### config.mk
export PLATFORM = sky130hd
export DESIGN_NAME = alarm_sched_flat
export DESIGN_NICKNAME = d
export VERILOG_FILES = /design/src/rtl/alarm_sched_if.sv /design/src/rtl/alarm_sched.sv /design/src/flat_wrapper.sv
export SDC_FILE = /design/constraint.sdc
export NUM_CORES = 1
export LEC_CHECK = 0
export ABC_AREA = 1
export CAP_MARGIN = 10
export CORE_MARGIN = 1
export CORE_UTILIZATION = 45
export CTS_CLUSTER_DIAMETER = 200
export DETAILED_ROUTE_END_ITERATION = 10
export PLACE_DENSITY = 0.71
export SYNTH_ARGS = -nofsm -noshare
export SYNTH_HDL_FRONTEND = slang
export SYNTH_SLANG_ARGS = --single-unit
### constraint.sdc
create_clock -name clk -period 4.4 [get_ports clk]
set_input_delay 0.44 -clock clk [delete_from_list [all_inputs] [get_ports clk]]
set_output_delay 0.44 -clock clk [all_outputs]
set_load 0.02 [all_outputs]
### src/rtl/alarm_sched_if.sv
// Signal bundle between the alarm sequencer and the clock top level:
// running time, alarm time, user controls in; ring/snooze status out.
interface alarm_sched_if;
  logic [3:0] hour_h, hour_l, min_h, min_l, sec_h, sec_l;
  logic [3:0] alarm_hour_h, alarm_hour_l, alarm_min_h, alarm_min_l;
  logic       alarm_en;
  logic [1:0] adjust;
  logic       key_snooze;
  logic       key_stop;
  logic       ring;
  logic       snoozing;
  logic       led;
  logic [1:0] snooze_cnt;

  modport master (
    output hour_h, hour_l, min_h, min_l, sec_h, sec_l,
    output alarm_hour_h, alarm_hour_l, alarm_min_h, alarm_min_l,
    output alarm_en, adjust, key_snooze, key_stop,
    input  ring, snoozing, led, snooze_cnt
  );

  modport slave (
    input  hour_h, hour_l, min_h, min_l, sec_h, sec_l,
    input  alarm_hour_h, alarm_hour_l, alarm_min_h, alarm_min_l,
    input  alarm_en, adjust, key_snooze, key_stop,
    output ring, snoozing, led, snooze_cnt
  );
endinterface

### src/rtl/alarm_sched.sv
// Alarm ring/snooze sequencer: fires once per alarm minute, then walks
// IDLE/RING/SNOOZE from the snooze and stop keys with a blinking LED.
module alarm_sched #(
  parameter int CLK_HZ     = 50_000_000,
  parameter int RING_SEC   = 60,
  parameter int SNOOZE_MIN = 5,
  parameter int MAX_SNOOZE = 3,
  parameter int BLINK_CYC  = 12_500_000
) (
  input  logic        clk,
  input  logic        s_rst_n,
  alarm_sched_if.slave bus_if
);

  localparam int RW = $clog2(RING_SEC + 1);
  localparam int SW = $clog2(SNOOZE_MIN * 60 + 1);
  localparam int BW = (BLINK_CYC > 1) ? $clog2(BLINK_CYC) : 1;

  localparam logic [RW-1:0] RING_LAST  = RW'(RING_SEC - 1);
  localparam logic [SW-1:0] SNZ_LOAD   = SW'(SNOOZE_MIN * 60);
  localparam logic [SW-1:0] SNZ_LAST   = SW'(1);
  localparam logic [BW-1:0] BLINK_LAST = BW'(BLINK_CYC - 1);
  localparam logic [1:0]    SNZ_MAX    = 2'(MAX_SNOOZE);

  // CLK_HZ only documents the clock; reject nonsensical parameter sets early
  if (CLK_HZ < 1 || MAX_SNOOZE < 1 || MAX_SNOOZE > 3) begin : g_param_check
    $error("alarm_sched: bad parameter set");
  end

  typedef enum logic [1:0] {IDLE, RING, SNOOZE} state_e;

  state_e          state_q, state_d;
  logic [RW-1:0]   ring_cnt_q, ring_cnt_d;
  logic [SW-1:0]   snz_tmr_q, snz_tmr_d;
  logic [BW-1:0]   blink_cnt_q, blink_cnt_d;
  logic [1:0]      snooze_cnt_q, snooze_cnt_d;
  logic            led_q, led_d;
  logic            ring_q, snoozing_q;
  logic            match_q, prime_q;
  logic [3:0]      sec_l_q;
  logic            match, trig, sec_evt;

  assign match = (bus_if.hour_h == bus_if.alarm_hour_h) &&
                 (bus_if.hour_l == bus_if.alarm_hour_l) &&
                 (bus_if.min_h  == bus_if.alarm_min_h)  &&
                 (bus_if.min_l  == bus_if.alarm_min_l)  &&
                 (bus_if.sec_h == 4'd0) && (bus_if.sec_l == 4'd0);

  // match_q resets high so a reset inside the alarm second cannot trigger
  assign trig    = match & ~match_q;
  assign sec_evt = prime_q && (bus_if.sec_l != sec_l_q);

  always_comb begin
    state_d      = state_q;
    ring_cnt_d   = ring_cnt_q;
    snz_tmr_d    = snz_tmr_q;
    snooze_cnt_d = snooze_cnt_q;
    blink_cnt_d  = '0;
    led_d        = 1'b0;

    case (state_q)
      IDLE: begin
        if (trig && bus_if.alarm_en && (bus_if.adjust == 2'b00)) begin
          state_d      = RING;
          ring_cnt_d   = '0;
          snooze_cnt_d = '0;
        end
      end
      RING: begin
        if (bus_if.key_stop || !bus_if.alarm_en) begin
          state_d = IDLE;
        end else if (bus_if.key_snooze && (snooze_cnt_q < SNZ_MAX)) begin
          state_d      = SNOOZE;
          snooze_cnt_d = snooze_cnt_q + 2'd1;
          snz_tmr_d    = SNZ_LOAD;
        end else if (sec_evt) begin
          if (ring_cnt_q == RING_LAST) state_d = IDLE;
          else                         ring_cnt_d = ring_cnt_q + 1'b1;
        end
      end
      SNOOZE: begin
        if (bus_if.key_stop || !bus_if.alarm_en) begin
          state_d = IDLE;
        end else if (sec_evt) begin
          if (snz_tmr_q == SNZ_LAST) begin
            state_d    = RING;
            ring_cnt_d = '0;
          end else begin
            snz_tmr_d = snz_tmr_q - 1'b1;
          end
        end
      end
      default: state_d = IDLE;
    endcase

    if (state_d == IDLE) snooze_cnt_d = '0;

    // Every entry into RING restarts the blink phase with the LED lit
    if (state_d == RING) begin
      if (state_q != RING) begin
        blink_cnt_d = '0;
        led_d       = 1'b1;
      end else if (blink_cnt_q == BLINK_LAST) begin
        blink_cnt_d = '0;
        led_d       = ~led_q;
      end else begin
        blink_cnt_d = blink_cnt_q + 1'b1;
        led_d       = led_q;
      end
    end
  end

  always_ff @(posedge clk or negedge s_rst_n) begin
    if (!s_rst_n) begin
      state_q      <= IDLE;
      ring_cnt_q   <= '0;
      snz_tmr_q    <= '0;
      blink_cnt_q  <= '0;
      snooze_cnt_q <= '0;
      led_q        <= 1'b0;
      ring_q       <= 1'b0;
      snoozing_q   <= 1'b0;
      match_q      <= 1'b1;
      prime_q      <= 1'b0;
      sec_l_q      <= '0;
    end else begin
      state_q      <= state_d;
      ring_cnt_q   <= ring_cnt_d;
      snz_tmr_q    <= snz_tmr_d;
      blink_cnt_q  <= blink_cnt_d;
      snooze_cnt_q <= snooze_cnt_d;
      led_q        <= led_d;
      ring_q       <= (state_d == RING);
      snoozing_q   <= (state_d == SNOOZE);
      match_q      <= match;
      prime_q      <= 1'b1;
      sec_l_q      <= bus_if.sec_l;
    end
  end

  assign bus_if.ring       = ring_q;
  assign bus_if.snoozing   = snoozing_q;
  assign bus_if.led        = led_q;
  assign bus_if.snooze_cnt = snooze_cnt_q;

endmodule

### src/flat_wrapper.sv
// flat-port wrapper written by rule: the top's interface ports become plain ports
module alarm_sched_flat 
#(
  parameter int CLK_HZ     = 50_000_000,
  parameter int RING_SEC   = 60,
  parameter int SNOOZE_MIN = 5,
  parameter int MAX_SNOOZE = 3,
  parameter int BLINK_CYC  = 12_500_000
)
  (clk, s_rst_n, bus_if_hour_h, bus_if_hour_l, bus_if_min_h, bus_if_min_l, bus_if_sec_h, bus_if_sec_l, bus_if_alarm_hour_h, bus_if_alarm_hour_l, bus_if_alarm_min_h, bus_if_alarm_min_l, bus_if_alarm_en, bus_if_adjust, bus_if_key_snooze, bus_if_key_stop, bus_if_ring, bus_if_snoozing, bus_if_led, bus_if_snooze_cnt);
  alarm_sched_if bus_if_i ();
  input  logic clk;
  input  logic s_rst_n;
  input wire logic [$bits(bus_if_i.hour_h)-1:0] bus_if_hour_h;
  input wire logic [$bits(bus_if_i.hour_l)-1:0] bus_if_hour_l;
  input wire logic [$bits(bus_if_i.min_h)-1:0] bus_if_min_h;
  input wire logic [$bits(bus_if_i.min_l)-1:0] bus_if_min_l;
  input wire logic [$bits(bus_if_i.sec_h)-1:0] bus_if_sec_h;
  input wire logic [$bits(bus_if_i.sec_l)-1:0] bus_if_sec_l;
  input wire logic [$bits(bus_if_i.alarm_hour_h)-1:0] bus_if_alarm_hour_h;
  input wire logic [$bits(bus_if_i.alarm_hour_l)-1:0] bus_if_alarm_hour_l;
  input wire logic [$bits(bus_if_i.alarm_min_h)-1:0] bus_if_alarm_min_h;
  input wire logic [$bits(bus_if_i.alarm_min_l)-1:0] bus_if_alarm_min_l;
  input wire logic [$bits(bus_if_i.alarm_en)-1:0] bus_if_alarm_en;
  input wire logic [$bits(bus_if_i.adjust)-1:0] bus_if_adjust;
  input wire logic [$bits(bus_if_i.key_snooze)-1:0] bus_if_key_snooze;
  input wire logic [$bits(bus_if_i.key_stop)-1:0] bus_if_key_stop;
  output wire logic [$bits(bus_if_i.ring)-1:0] bus_if_ring;
  output wire logic [$bits(bus_if_i.snoozing)-1:0] bus_if_snoozing;
  output wire logic [$bits(bus_if_i.led)-1:0] bus_if_led;
  output wire logic [$bits(bus_if_i.snooze_cnt)-1:0] bus_if_snooze_cnt;
  assign bus_if_i.hour_h = bus_if_hour_h;
  assign bus_if_i.hour_l = bus_if_hour_l;
  assign bus_if_i.min_h = bus_if_min_h;
  assign bus_if_i.min_l = bus_if_min_l;
  assign bus_if_i.sec_h = bus_if_sec_h;
  assign bus_if_i.sec_l = bus_if_sec_l;
  assign bus_if_i.alarm_hour_h = bus_if_alarm_hour_h;
  assign bus_if_i.alarm_hour_l = bus_if_alarm_hour_l;
  assign bus_if_i.alarm_min_h = bus_if_alarm_min_h;
  assign bus_if_i.alarm_min_l = bus_if_alarm_min_l;
  assign bus_if_i.alarm_en = bus_if_alarm_en;
  assign bus_if_i.adjust = bus_if_adjust;
  assign bus_if_i.key_snooze = bus_if_key_snooze;
  assign bus_if_i.key_stop = bus_if_key_stop;
  assign bus_if_ring = bus_if_i.ring;
  assign bus_if_snoozing = bus_if_i.snoozing;
  assign bus_if_led = bus_if_i.led;
  assign bus_if_snooze_cnt = bus_if_i.snooze_cnt;
  alarm_sched #(.CLK_HZ(CLK_HZ), .RING_SEC(RING_SEC), .SNOOZE_MIN(SNOOZE_MIN), .MAX_SNOOZE(MAX_SNOOZE), .BLINK_CYC(BLINK_CYC)) u_core (.clk(clk), .s_rst_n(s_rst_n), .bus_if(bus_if_i));
endmodule
==> impl_metrics.tcl <==
set metrics [dict create \
    drive_gt1_frac 0.0989 \
    sw_frac_of_total 0.381 \
    worstPathArrival_ps 2690 \
    tightest_slew_ps 1180 \
    skew_ps 12.0 \
    drv_slew 0 \
    crit_path_start_kind "flop" \
    core_area_sq_mm 0.00769 \
    synth_area_leader_cell "dfrtp_1" \
    cts_tree "yes" \
    fin_crit_ps 2440 \
    max_cap_violations 0 \
    fin_hold_ws_ps 227 \
    initial_core_util 0.463 \
    area_growth_syn_to_layout_pct 18.6 \
    irDropWorstVdd_mv 0.348 \
    cts_made_buffers 5 \
    finalWirelength_um 8130 \
    yosysMostFrequentCell "nand2_1" \
    synth_top_flop_cell "dfrtp_1" \
    powerDensity_mw_per_mm2 312 \
    routabilityCongestion 0.879 \
    power_frac_clock 0.228 \
    max_slew_margin 0.215 \
    cts_root_buffer "clkbuf_8" \
    grt_overflow 0 \
    ff2ff_setup_slack_ps 1960 \
    synthTopCellsByCount "nand2_1 (131), nor2_1 (78), inv_1 (58)" \
    clkLatencyLatePin_ps 330 \
    path_class "flop to flop" \
    p_int_mw 0.815 \
    finalSetupTns_ps 0 \
    cts_hold_buf 0 \
    die_area_sq_mm 0.00826 \
    cts.sinks 52 \
    seq_power_share 0.428 \
    dr.pass1.iters 5 \
    final_hold_viol_count 0 \
    n_antenna_cell 0 \
    num_rows 32 \
    grt_pass1_wl_um 14500 \
    avgRoutedWirePerCell_um 12.3 \
    cp.required_ps 4650 \
    postCtsSetupRepairBufs 0 \
    synth_async_sr_flop_share 1.00 \
    synth_area_sq_mm 0.00356 \
    clkSlewWorstSetupHoldPaths_ps 100 \
    vias 3340 \
    synth_edf_count 0 \
    cts_resized 0 \
    ant_nets 0 \
    drtIter0Drc 209 \
    clock_path_buffers 2 \
    grt_pass1_vias 3248 \
    drc 0 \
    pin_count 52 \
    syn_inst 504 \
    die_h_um 90.9 \
    grt_max_degree 53 \
    die_w_um 90.9 \
    fmax_ghz 0.409 \
    ys_ff_latch 52 \
    synth_top_area_frac 0.359 \
    p_leak_nw 1.91 \
    finalCritPeriodShare 0.555 \
    nets 607 \
    hpwlAfterDp_um 6020 \
    final_util 0.549 \
    yosysWarnings 0 \
    syn_nets 556 \
    status "finished, final reports clean" \
    end_kind "flop" \
    setup_viol 0 \
    numPortBuffers 51 \
    routed_via_density 5.08 \
    switchingPower_mw 0.502 \
    rsz0062_at_grt "false" \
    htree_levels 2 \
    synthDistinctLibCells 38 \
    grt_use_total 0.214 \
    syn_avg_cell_area_sq_um 7.06 \
    worstHoldPathType "input pin to async pin" \
    synth_area_leaders "dfrtp_1 (36%), nand2_1 (14%), nor2_1 (8.2%)" \
    crit_fanout 30 \
    antenna_found_initial 0 \
    synth-seq-area-share 0.366 \
    power_frac_comb 0.344 \
]
## stage by stage
step	instances	instance area [sq um]	total power [mW]	setup WS [ps]
2_1_floorplan	504	3560	0.898	2830
3_3_place_gp	650	4130	1.01	2060
3_5_place_dp	650	4130	1.03	2010
4_1_cts	658	4220	1.33	1960
5_1_grt	658	4220	1.41	1660
6_report	658	4220	1.32	1960
## worst paths after layout
path                                          to  depth (start not counted)                  from
max                        u_core.blink_cnt_q[8]                          9     u_core.state_q[1]
min                         u_core.ring_cnt_q[0]                          2               s_rst_n
max reg2reg                u_core.blink_cnt_q[8]                          9     u_core.state_q[1]
min reg2reg                 u_core.ring_cnt_q[5]                          2  u_core.ring_cnt_q[5]
max in group asynchronous  u_core.blink_cnt_q[0]                          2               s_rst_n
min in group clk            u_core.ring_cnt_q[5]                          2  u_core.ring_cnt_q[5]
## cell usage in the layout (no fill, tap or decap), drive strengths merged
cell           synthesis  layout
nand2                139     139
nor2                 104     104
inv                   61      63
dfrtp                 51      51
clkdlybuf4s50          0      50
nand3                 41      41
nand4                 25      25
o21ai                 20      20
xor2                  15      15
nor3                   9       9
or2                    7       7
ha                     5       5
clkbuf                 2       5
nor4                   4       4
nand3b                 2       2
a21o                   2       2
o21bai                 2       2
o211ai                 2       2
xnor2                  2       2
buf                    6       2
clkinv                 1       1
nor3b                  1       1
and3b                  1       1
clkinvlp               0       1
dfstp                  1       1
conb                   1       1
## power groups by stage
stage / registers (mW) / clock network, mW / logic, mW
finish: 0.564 / 0.300 / 0.453
floorplan: 0.571 / 0 / 0.328
global route: 0.570 / 0.331 / 0.513
CTS: 0.565 / 0.308 / 0.457
global placement: 0.572 / 0 / 0.443
detailed placement: 0.572 / 0 / 0.454
## logic make-up (layout without fill, tap and decap cells)
kind of cell | count (synthesis) | in the layout | synth area share
AND/OR/NAND/NOR | 333 | 333 | 0.444
XOR/XNOR | 17 | 17 | 0.0419
buffers and inverters | 70 | 122 | 0.0879
flip-flops | 52 | 52 | 0.366
AO/OA/AOI/OAI | 26 | 26 | 0.0419
other | 1 | 1 | 0.00105
adder cells (fa/ha/maj) | 5 | 5 | 0.0176
## critical path: stages, from the launching register on
cell	delay, ps
dfrtp_1	470
nor2_2	930
o21ai_1	230
nor2_1	150
nand2_1	80
nand2_1	70
inv_2	40
nand2_2	80
inv_4	170
nor2_2	140
## metal layers
layer  global-route usage  routed length, um  vias to the layer above
met5                    0                  0                        -
met1                0.282               3740                     1551
met2                0.367               4000                       75
met3               0.0455                342                        7
li1                     -                  -                     1707
met4               0.0344                 47                        0
## final cells by class
class,count,area (sq um)
repair buffers,52,513
flip-flops and latches,52,1300
inverters,62,240
clock inverters,3,25.0
multi-input cells,382,1940
clock buffers,5,68.8
fillers,772,3470
well taps,102,128
## sequential cells by signal, indices dropped and copies added (netlist names)
register,cells
u_core.bus_if.ring,1
u_core.snz_tmr_q,9
u_core.blink_cnt_q,24
u_core.state_q,2
u_core.ring_cnt_q,6
u_core.bus_if.led,1
u_core.sec_l_q,4
u_core.bus_if.snoozing,1
u_core.match_q,1
u_core.bus_if.snooze_cnt,2
u_core.prime_q,1
Note: power is estimated with default switching activity, not from simulation.
